**config.mk**
```make
export PLATFORM = sky130hd
export DESIGN_NAME = npc_resolver
export DESIGN_NICKNAME = d
export VERILOG_FILES = /design/src/rtl/npc_resolver.sv
export SDC_FILE = /design/constraint.sdc
export NUM_CORES = 1
export LEC_CHECK = 0
export CAP_MARGIN = 20
export CORE_UTILIZATION = 49
export DETAILED_ROUTE_END_ITERATION = 6
export GPL_TIMING_DRIVEN = 0
export PLACE_DENSITY = 0.89
export SETUP_SLACK_MARGIN = 0.3
export SYNTH_ARGS = -nofsm -noshare
export SYNTH_HDL_FRONTEND = slang
export SYNTH_SLANG_ARGS = --single-unit
```
**constraint.sdc**
```tcl
create_clock -name clk -period 4.4 [get_ports clk]
set_input_delay 0.44 -clock clk [delete_from_list [all_inputs] [get_ports clk]]
set_output_delay 0.44 -clock clk [all_outputs]
set_load 0.01 [all_outputs]
```
**src/rtl/npc_resolver.sv**
```systemverilog
// npc_resolver: resolves the architectural next PC in execute, compares it with
// the fetch prediction, and on a mismatch pulses flush and holds a redirect
// request to fetch (valid/ready) while stalling execute.
// Optional statistics counters are built when NPC_RESOLVER_STATS_EN is defined;
// otherwise branch_count and mispredict_count are tied to zero.
module npc_resolver #(
  parameter int XLEN  = 32,
  parameter int CNT_W = 32
) (
  input  logic             clk,
  input  logic             rst_n,
  input  logic             ex_valid,
  output logic             ex_ready,
  input  logic [XLEN-1:0]  ex_pc,
  input  logic [XLEN-1:0]  npc_op1,
  input  logic [XLEN-1:0]  npc_op2,
  input  logic             is_branch,
  input  logic             is_jump,
  input  logic             is_jalr,
  input  logic             br_taken,
  input  logic [XLEN-1:0]  pred_npc,
  output logic             resolved_valid,
  output logic [XLEN-1:0]  resolved_npc,
  output logic             misalign_exc,
  output logic             flush,
  output logic             redirect_valid,
  output logic [XLEN-1:0]  redirect_pc,
  input  logic             redirect_ready,
  output logic [CNT_W-1:0] branch_count,
  output logic [CNT_W-1:0] mispredict_count
);

  typedef enum logic {IDLE, REDIRECT} state_t;

  state_t            state_reg, state_next;
  logic              resolved_valid_reg, resolved_valid_next;
  logic [XLEN-1:0]   resolved_npc_reg, resolved_npc_next;
  logic              misalign_reg, misalign_next;
  logic              flush_reg, flush_next;
  logic              redirect_valid_reg, redirect_valid_next;
  logic [XLEN-1:0]   redirect_pc_reg, redirect_pc_next;

  logic              accept;
  logic [XLEN-1:0]   sum;
  logic [XLEN-1:0]   target;
  logic [XLEN-1:0]   seq_pc;
  logic [XLEN-1:0]   actual;
  logic              taken;
  logic              misaligned;
  logic              mispredict;

  localparam logic [XLEN-1:0] PC_STEP = {{(XLEN-3){1'b0}}, 3'd4};

  // Next-PC datapath; everything here is purely combinational from execute inputs.
  assign ex_ready   = (state_reg == IDLE);
  assign accept     = ex_valid && ex_ready;
  assign sum        = npc_op1 + npc_op2;
  assign target     = is_jalr ? {sum[XLEN-1:1], 1'b0} : sum;
  assign seq_pc     = ex_pc + PC_STEP;
  assign taken      = is_jump | is_jalr | (is_branch & br_taken);
  assign actual     = taken ? target : seq_pc;
  assign misaligned = taken && (target[1:0] != 2'b00);
  // A misaligned target raises an exception instead of redirecting fetch.
  assign mispredict = !misaligned && (actual != pred_npc);

  // State and registered outputs.
  always_ff @(posedge clk or negedge rst_n) begin
    if (!rst_n) begin
      state_reg          <= IDLE;
      resolved_valid_reg <= 1'b0;
      resolved_npc_reg   <= '0;
      misalign_reg       <= 1'b0;
      flush_reg          <= 1'b0;
      redirect_valid_reg <= 1'b0;
      redirect_pc_reg    <= '0;
    end else begin
      state_reg          <= state_next;
      resolved_valid_reg <= resolved_valid_next;
      resolved_npc_reg   <= resolved_npc_next;
      misalign_reg       <= misalign_next;
      flush_reg          <= flush_next;
      redirect_valid_reg <= redirect_valid_next;
      redirect_pc_reg    <= redirect_pc_next;
    end
  end

  // Next-state and next-output decode; pulses default low, redirect request holds.
  always_comb begin
    state_next          = state_reg;
    resolved_valid_next = 1'b0;
    resolved_npc_next   = resolved_npc_reg;
    misalign_next       = 1'b0;
    flush_next          = 1'b0;
    redirect_valid_next = redirect_valid_reg;
    redirect_pc_next    = redirect_pc_reg;
    case (state_reg)
      IDLE: begin
        if (accept) begin
          resolved_valid_next = 1'b1;
          resolved_npc_next   = actual;
          if (misaligned) begin
            misalign_next = 1'b1;
            flush_next    = 1'b1;
          end else if (mispredict) begin
            flush_next          = 1'b1;
            redirect_valid_next = 1'b1;
            redirect_pc_next    = actual;
            state_next          = REDIRECT;
          end
        end
      end
      REDIRECT: begin
        // Execute is on the wrong path here, so ex_valid is not looked at.
        if (redirect_ready) begin
          redirect_valid_next = 1'b0;
          state_next          = IDLE;
        end
      end
      default: begin
        state_next          = IDLE;
        redirect_valid_next = 1'b0;
      end
    endcase
  end

  assign resolved_valid = resolved_valid_reg;
  assign resolved_npc   = resolved_npc_reg;
  assign misalign_exc   = misalign_reg;
  assign flush          = flush_reg;
  assign redirect_valid = redirect_valid_reg;
  assign redirect_pc    = redirect_pc_reg;

`ifdef NPC_RESOLVER_STATS_EN
  localparam logic [CNT_W-1:0] CNT_ONE = {{(CNT_W-1){1'b0}}, 1'b1};

  logic [CNT_W-1:0] branch_count_reg;
  logic [CNT_W-1:0] mispredict_count_reg;
  logic             count_branch;
  logic             count_mispredict;

  assign count_branch     = accept && (is_branch | is_jump | is_jalr);
  assign count_mispredict = accept && mispredict;

  // Saturating counters, updated on the accept edge so they move with resolved_valid.
  always_ff @(posedge clk or negedge rst_n) begin
    if (!rst_n) begin
      branch_count_reg     <= '0;
      mispredict_count_reg <= '0;
    end else begin
      if (count_branch && (branch_count_reg != '1))
        branch_count_reg <= branch_count_reg + CNT_ONE;
      if (count_mispredict && (mispredict_count_reg != '1))
        mispredict_count_reg <= mispredict_count_reg + CNT_ONE;
    end
  end

  assign branch_count     = branch_count_reg;
  assign mispredict_count = mispredict_count_reg;
`else
  assign branch_count     = '0;
  assign mispredict_count = '0;
`endif

endmodule

```
### After elaboration in Yosys (flattened, before gate mapping)

Index checks and enable logic that the tools add are counted.

| cells by class | value |
|---|---|
| add/sub/neg operators | 2 |
| equal/unequal tests | 5 |
| multiplexer cells | 20 |
| bitwise operators | 5 |
| reductions and logical operators | 8 |

Operators with widths:

| kind | number |
|---|---|
| $add 32x3->32 const B | 1 |
| $add 32x32->32 | 1 |
| $mux 32 | 1 |
| $ne 32x32->1 | 1 |
| $mux 1 | 17 |
| $reduce_and 4->1 | 2 |
| $ne 2x1->1 const B | 2 |
| $ne 2x2->1 const B | 2 |
| $pmux 1 s2 | 2 |
| $logic_and 1x1->1 | 3 |
| $not 1->1 | 2 |
| $or 1x1->1 | 2 |
| $reduce_and 2->1 | 1 |
| $reduce_bool 2->1 | 1 |
| $and 1x1->1 | 1 |
| $logic_not 1->1 | 1 |

| storage, ports and cells | value |
|---|---|
| register bits | 69 |
| bits of input ports | 136 |
| output and inout bits | 133 |
| word-level logic and storage cells | 47 |

### Logic depth before layout (Yosys ltp)

| logic depth | value |
|---|---|
| word-level depth | 10 |
| mapped depth | 14 |
| depth with buffers taken out | 13 |

### Least setup slack after synthesis

No wires, ideal clock.

| path | value |
|---|---|
| path kind | input port to flip-flop |
| start point | in npc_op1[9] |
| end point | reg redirect_pc_reg[13] (netlist: redirect_pc[13]) |
| library setup time | 0.125 ns |
| data arrival time | 3.838 ns |
| required time | 4.275 ns |
| slack | 0.437 ns |
| stages on the path | 14 |
| buffers on the path | 2 |
| cells stage by stage | ha_1 -> clkbuf_1 -> nand4_1 -> nor4_1 -> nor2b_1 -> a2111oi_0 -> mux2_2 -> nand2_1 -> xnor2_1 -> a2111oi_0 -> nand4_1 -> o211ai_4 -> buf_12 -> mux2_4 |

| on the way | value |
|---|---|
| cells in the longest elaborated chain, start to end | 5 |

RTL lines:

| what | RTL line | text |
|---|---|---|
| from (decl) | 15 | `input logic [XLEN-1:0] npc_op1,` |
| $add 32x32->32 * | 57 | `assign sum = npc_op1 + npc_op2;` |
| $mux 32 * | 61 | `assign actual = taken ? target : seq_pc;` |
| $ne 32x32->1 | 64 | `assign mispredict = !misaligned && (actual != pred_npc);` |
| $logic_and 1x1->1 | 64 |  |
| $reduce_and 4->1 (no line) | -- |  |
| to (signal assigned) | 83 | `redirect_pc_reg <= redirect_pc_next;` |
| to (decl) | 41 | `logic [XLEN-1:0] redirect_pc_reg, redirect_pc_next;` |

Mark *: on every way between the ends. The rest lies on a longest branch, timed or not.
A chain may end at the register's enable or synchronous reset.

### Final worst setup path

| path | value |
|---|---|
| start point | in is_branch |
| end point | reg redirect_pc_reg[3] (netlist: redirect_pc[3]) |

| on the way | value |
|---|---|
| cells in the longest elaborated chain, start to end | 6 |
| elaborated cells between the ends (all ways) | 9 |
| those cells by class | 1 x eq/ne; 1 x mux; 3 x bitwise; 4 x reduce/logical |

RTL lines:

| what | RTL line | text |
|---|---|---|
| from (decl) | 17 | `input logic is_branch,` |
| $and 1x1->1 * | 60 | `assign taken = is_jump \| is_jalr \| (is_branch & br_taken);` |
| $or 1x1->1 * | 60 |  |
| $mux 32 / $logic_and 1x1->1 (equally long branches) | 61, 62 |  |
| $ne 32x32->1 / $logic_not 1->1 (equally long branches) | 64 |  |
| $logic_and 1x1->1 | 64 |  |
| $reduce_and 4->1 (no line) | -- |  |

Marked as above.

==> impl_metrics.ini <==
[clock_tree]
clockBufferDepth = 2
clockRootBuffer = clkbuf_16
numClockSinks = 69
cts.clk_slew.worst_paths_ps = 60
htreeDepth = 3
hold_buffers = 0
numCtsBuffers = 9
cts_tree = yes
clock_latency_ps = 340

[sta]
worst_pin_slew_ps = 872
fmax_ghz = 0.234
fin_crit_sh = 0.972
slew_viol_final = 0
final.setup.worst_slack_ps = 122
finalHoldViolations = 0
setup_viol = 0
fin_worst_hold_slack_ps = 212
fin_crit_ps = 4280
fin_tns_setup_ps = 0
grt_setup_unrepaired = no
slew_headroom = 0.419
skew_ps = 10.2

[synthesis]
synth_warnings = 0
synth.distinct_cells = 78
synth_area_per_cell_um2 = 8.10
synth_edf_count = 0
synthCells = 849
ys_ff_latch = 69
synth-main-ff-cell = dfrtp_1
synth_seq_area_share = 0.251
yosys.area.top_type_share = 0.251
yosysMostFrequentCell = nand2_1
synth_area_leaders = dfrtp_1, buf_4, nand2_1, ha_1, xor2_1
synth_common_cells = nand2_1, dfrtp_1, buf_4, o21ai_0
synthArstFlopShare = 1.00
post-synth-top-area-cell = dfrtp_1
syn-cell-area_um2 = 6880

[worst_hold_path]
hp-class = in -> async

[floorplan]
start_util = 0.511
die-area_um2 = 14500
core_um2 = 13500
rows = 42
io_pins = 269
die_y_um = 120
die_x_um = 120

[worst_setup_path]
cp-end-kind = flip-flop
cp_top_family = compound AO/OA/AOI/OAI gates
cp_max_fo = 10
worstPathRequired_ps = 4620
slowest_delay_ps = 620
critPathKind = in -> reg
critPathBufInv = 4
critPathSlowestCell = clkbuf_1
path_cells = clkdlybuf4s50_1, a211o_1, clkbuf_1, o311ai_0, o32ai_4, xor2_1, nor3_1, nand4_1, o211ai_4, buf_6, buf_16, mux2_4
arrival_ps = 4500
cp-start-kind = input port

[global_routing]
antenna_found_initial = 1
grt_use_total = 0.348
grt_pass1_vias = 7522
grt_pass1_wl_um = 39400
overflow = 0
grt_start_max_net_pins = 70

[run_status]
status = finished, violations left
violations = design-rule violations

[placed_design]
gp_congestion = 0.978
dpl.hpwl_um = 19300
pre_cts_slack_ps = -1130
postPlaceCellArea_um2 = 9360
portBuffers = 203

[layout]
finalInstanceArea_um2 = 11000
nNetsFinal = 1349
syn_to_final_growth_pct = 60.0
drive_above_1_share = 0.249

[pwr]
p_int_mw = 2.40
vdd_drop_max_mv = 0.251
power_density_nw_per_um2 = 352
seqPwrFrac = 0.264
comb_power_share = 0.543
p_leak_nw = 5.12
power.share.clock = 0.193
p_sw_mw = 1.47
p_sw_frac = 0.379
power.total_mw = 3.87

[drt]
wl_per_cell_um = 20.9
vias_per_cell = 6.18
drt_wl_total_um = 28400
first_pass_iters = 7
ant_nets = 0
num_vias = 8419
drc = 10
drt_iter0_markers = 1013

[run]
drv_cap = 0
path summary, 6_finish.rpt:
path | from | endpoint | slack (ps) | cells after the start
worst min-delay path | rst_n | redirect_pc[14]$_DFFE_PN0P_ | 210 | 1
min in group clk | resolved_npc[0]$_DFFE_PN0P_ | resolved_npc[0]$_DFFE_PN0P_ | 480 | 2
worst min register to register | resolved_npc[0]$_DFFE_PN0P_ | resolved_npc[0]$_DFFE_PN0P_ | 480 | 2
max in group asynchronous | rst_n | redirect_pc[1]$_DFFE_PN0P_ | 3610 | 1
worst max register to register | state_reg$_DFF_PN0_ | resolved_npc[1]$_DFFE_PN0P_ | 2470 | 6
worst max-delay path | is_branch | redirect_pc[3]$_DFFE_PN0P_ | 120 | 12
power by group through the flow:
stage	registers (mW)	clock network (mW)	logic (mW)
floorplan	1.12	0	0.774
global placement	1.01	0	1.74
detailed placement	1.02	0	1.77
CTS	1.02	0.740	1.88
global route	1.04	0.773	2.21
finish	1.02	0.749	2.10
logic make-up after synthesis:
logic type,Yosys count,synth area share
adder cells (fa/ha/maj),33,0.0611
AO/OA/AOI/OAI,210,0.204
XOR/XNOR,72,0.0937
other,1,0.000545
multiplexers,39,0.0657
AND/OR/NAND/NOR,291,0.211
flip-flops,69,0.251
buffers and inverters,134,0.113
per-layer routing:
metal / GRT usage / vias to the layer above / part of all wire
met5: 0 / - / 0
met4: 0.145 / 0 / 0.060
met3: 0.0693 / 176 / 0.11
met2: 0.584 / 715 / 0.47
met1: 0.434 / 3910 / 0.35
li1: - / 3618 / -
per-stage QoR:
stage / utilization / std cells
2_1_floorplan: - / 912
3_3_place_gp: 0.696 / 1291
3_5_place_dp: 0.696 / 1291
4_1_cts: 0.755 / 1327
5_1_grt: 0.818 / 1362
6_report: 0.818 / 1362
placed cells by master (no fill, tap or decap), types with 6 or more instances in the layout:
cell	n
dfrtp_1	69
nand2_1	106
nor3_1	19
conb_1	64
o21ai_1	9
nand3_1	21
clkdlybuf4s50_1	164
a21oi_1	33
o21ai_2	6
buf_6	17
o211ai_1	7
nand4_1	25
inv_1	28
a21o_1	12
dlymetal6s2s_1	31
clkbuf_1	11
o21ai_0	39
xor2_1	36
clkbuf_16	10
ha_4	9
mux2i_1	19
ha_1	19
mux2_4	12
nor2_1	48
and3_1	12
clkbuf_2	14
a21oi_2	15
buf_4	113
xnor2_1	33
mux2_2	7
final cells by class:
class | count | area, um2
antenna | 1 | 2.50
buffer | 106 | 795
clock buffer | 9 | 225
clock inverter | 7 | 73.8
fill | 800 | 2450
inverter | 28 | 105
multi-input combinational | 709 | 5310
sequential | 69 | 1730
tap | 176 | 220
timing repair buffer | 257 | 2550
repair_timing:
action / in CTS / in global routing
setup endpoints to repair: 35 / 34
setup buffers: 19 / 32
pin swaps: 25 / 70
cloned: 1 / 2
resized for setup: 98 / 176
No activity file was read; power rests on OpenSTA's default activity.
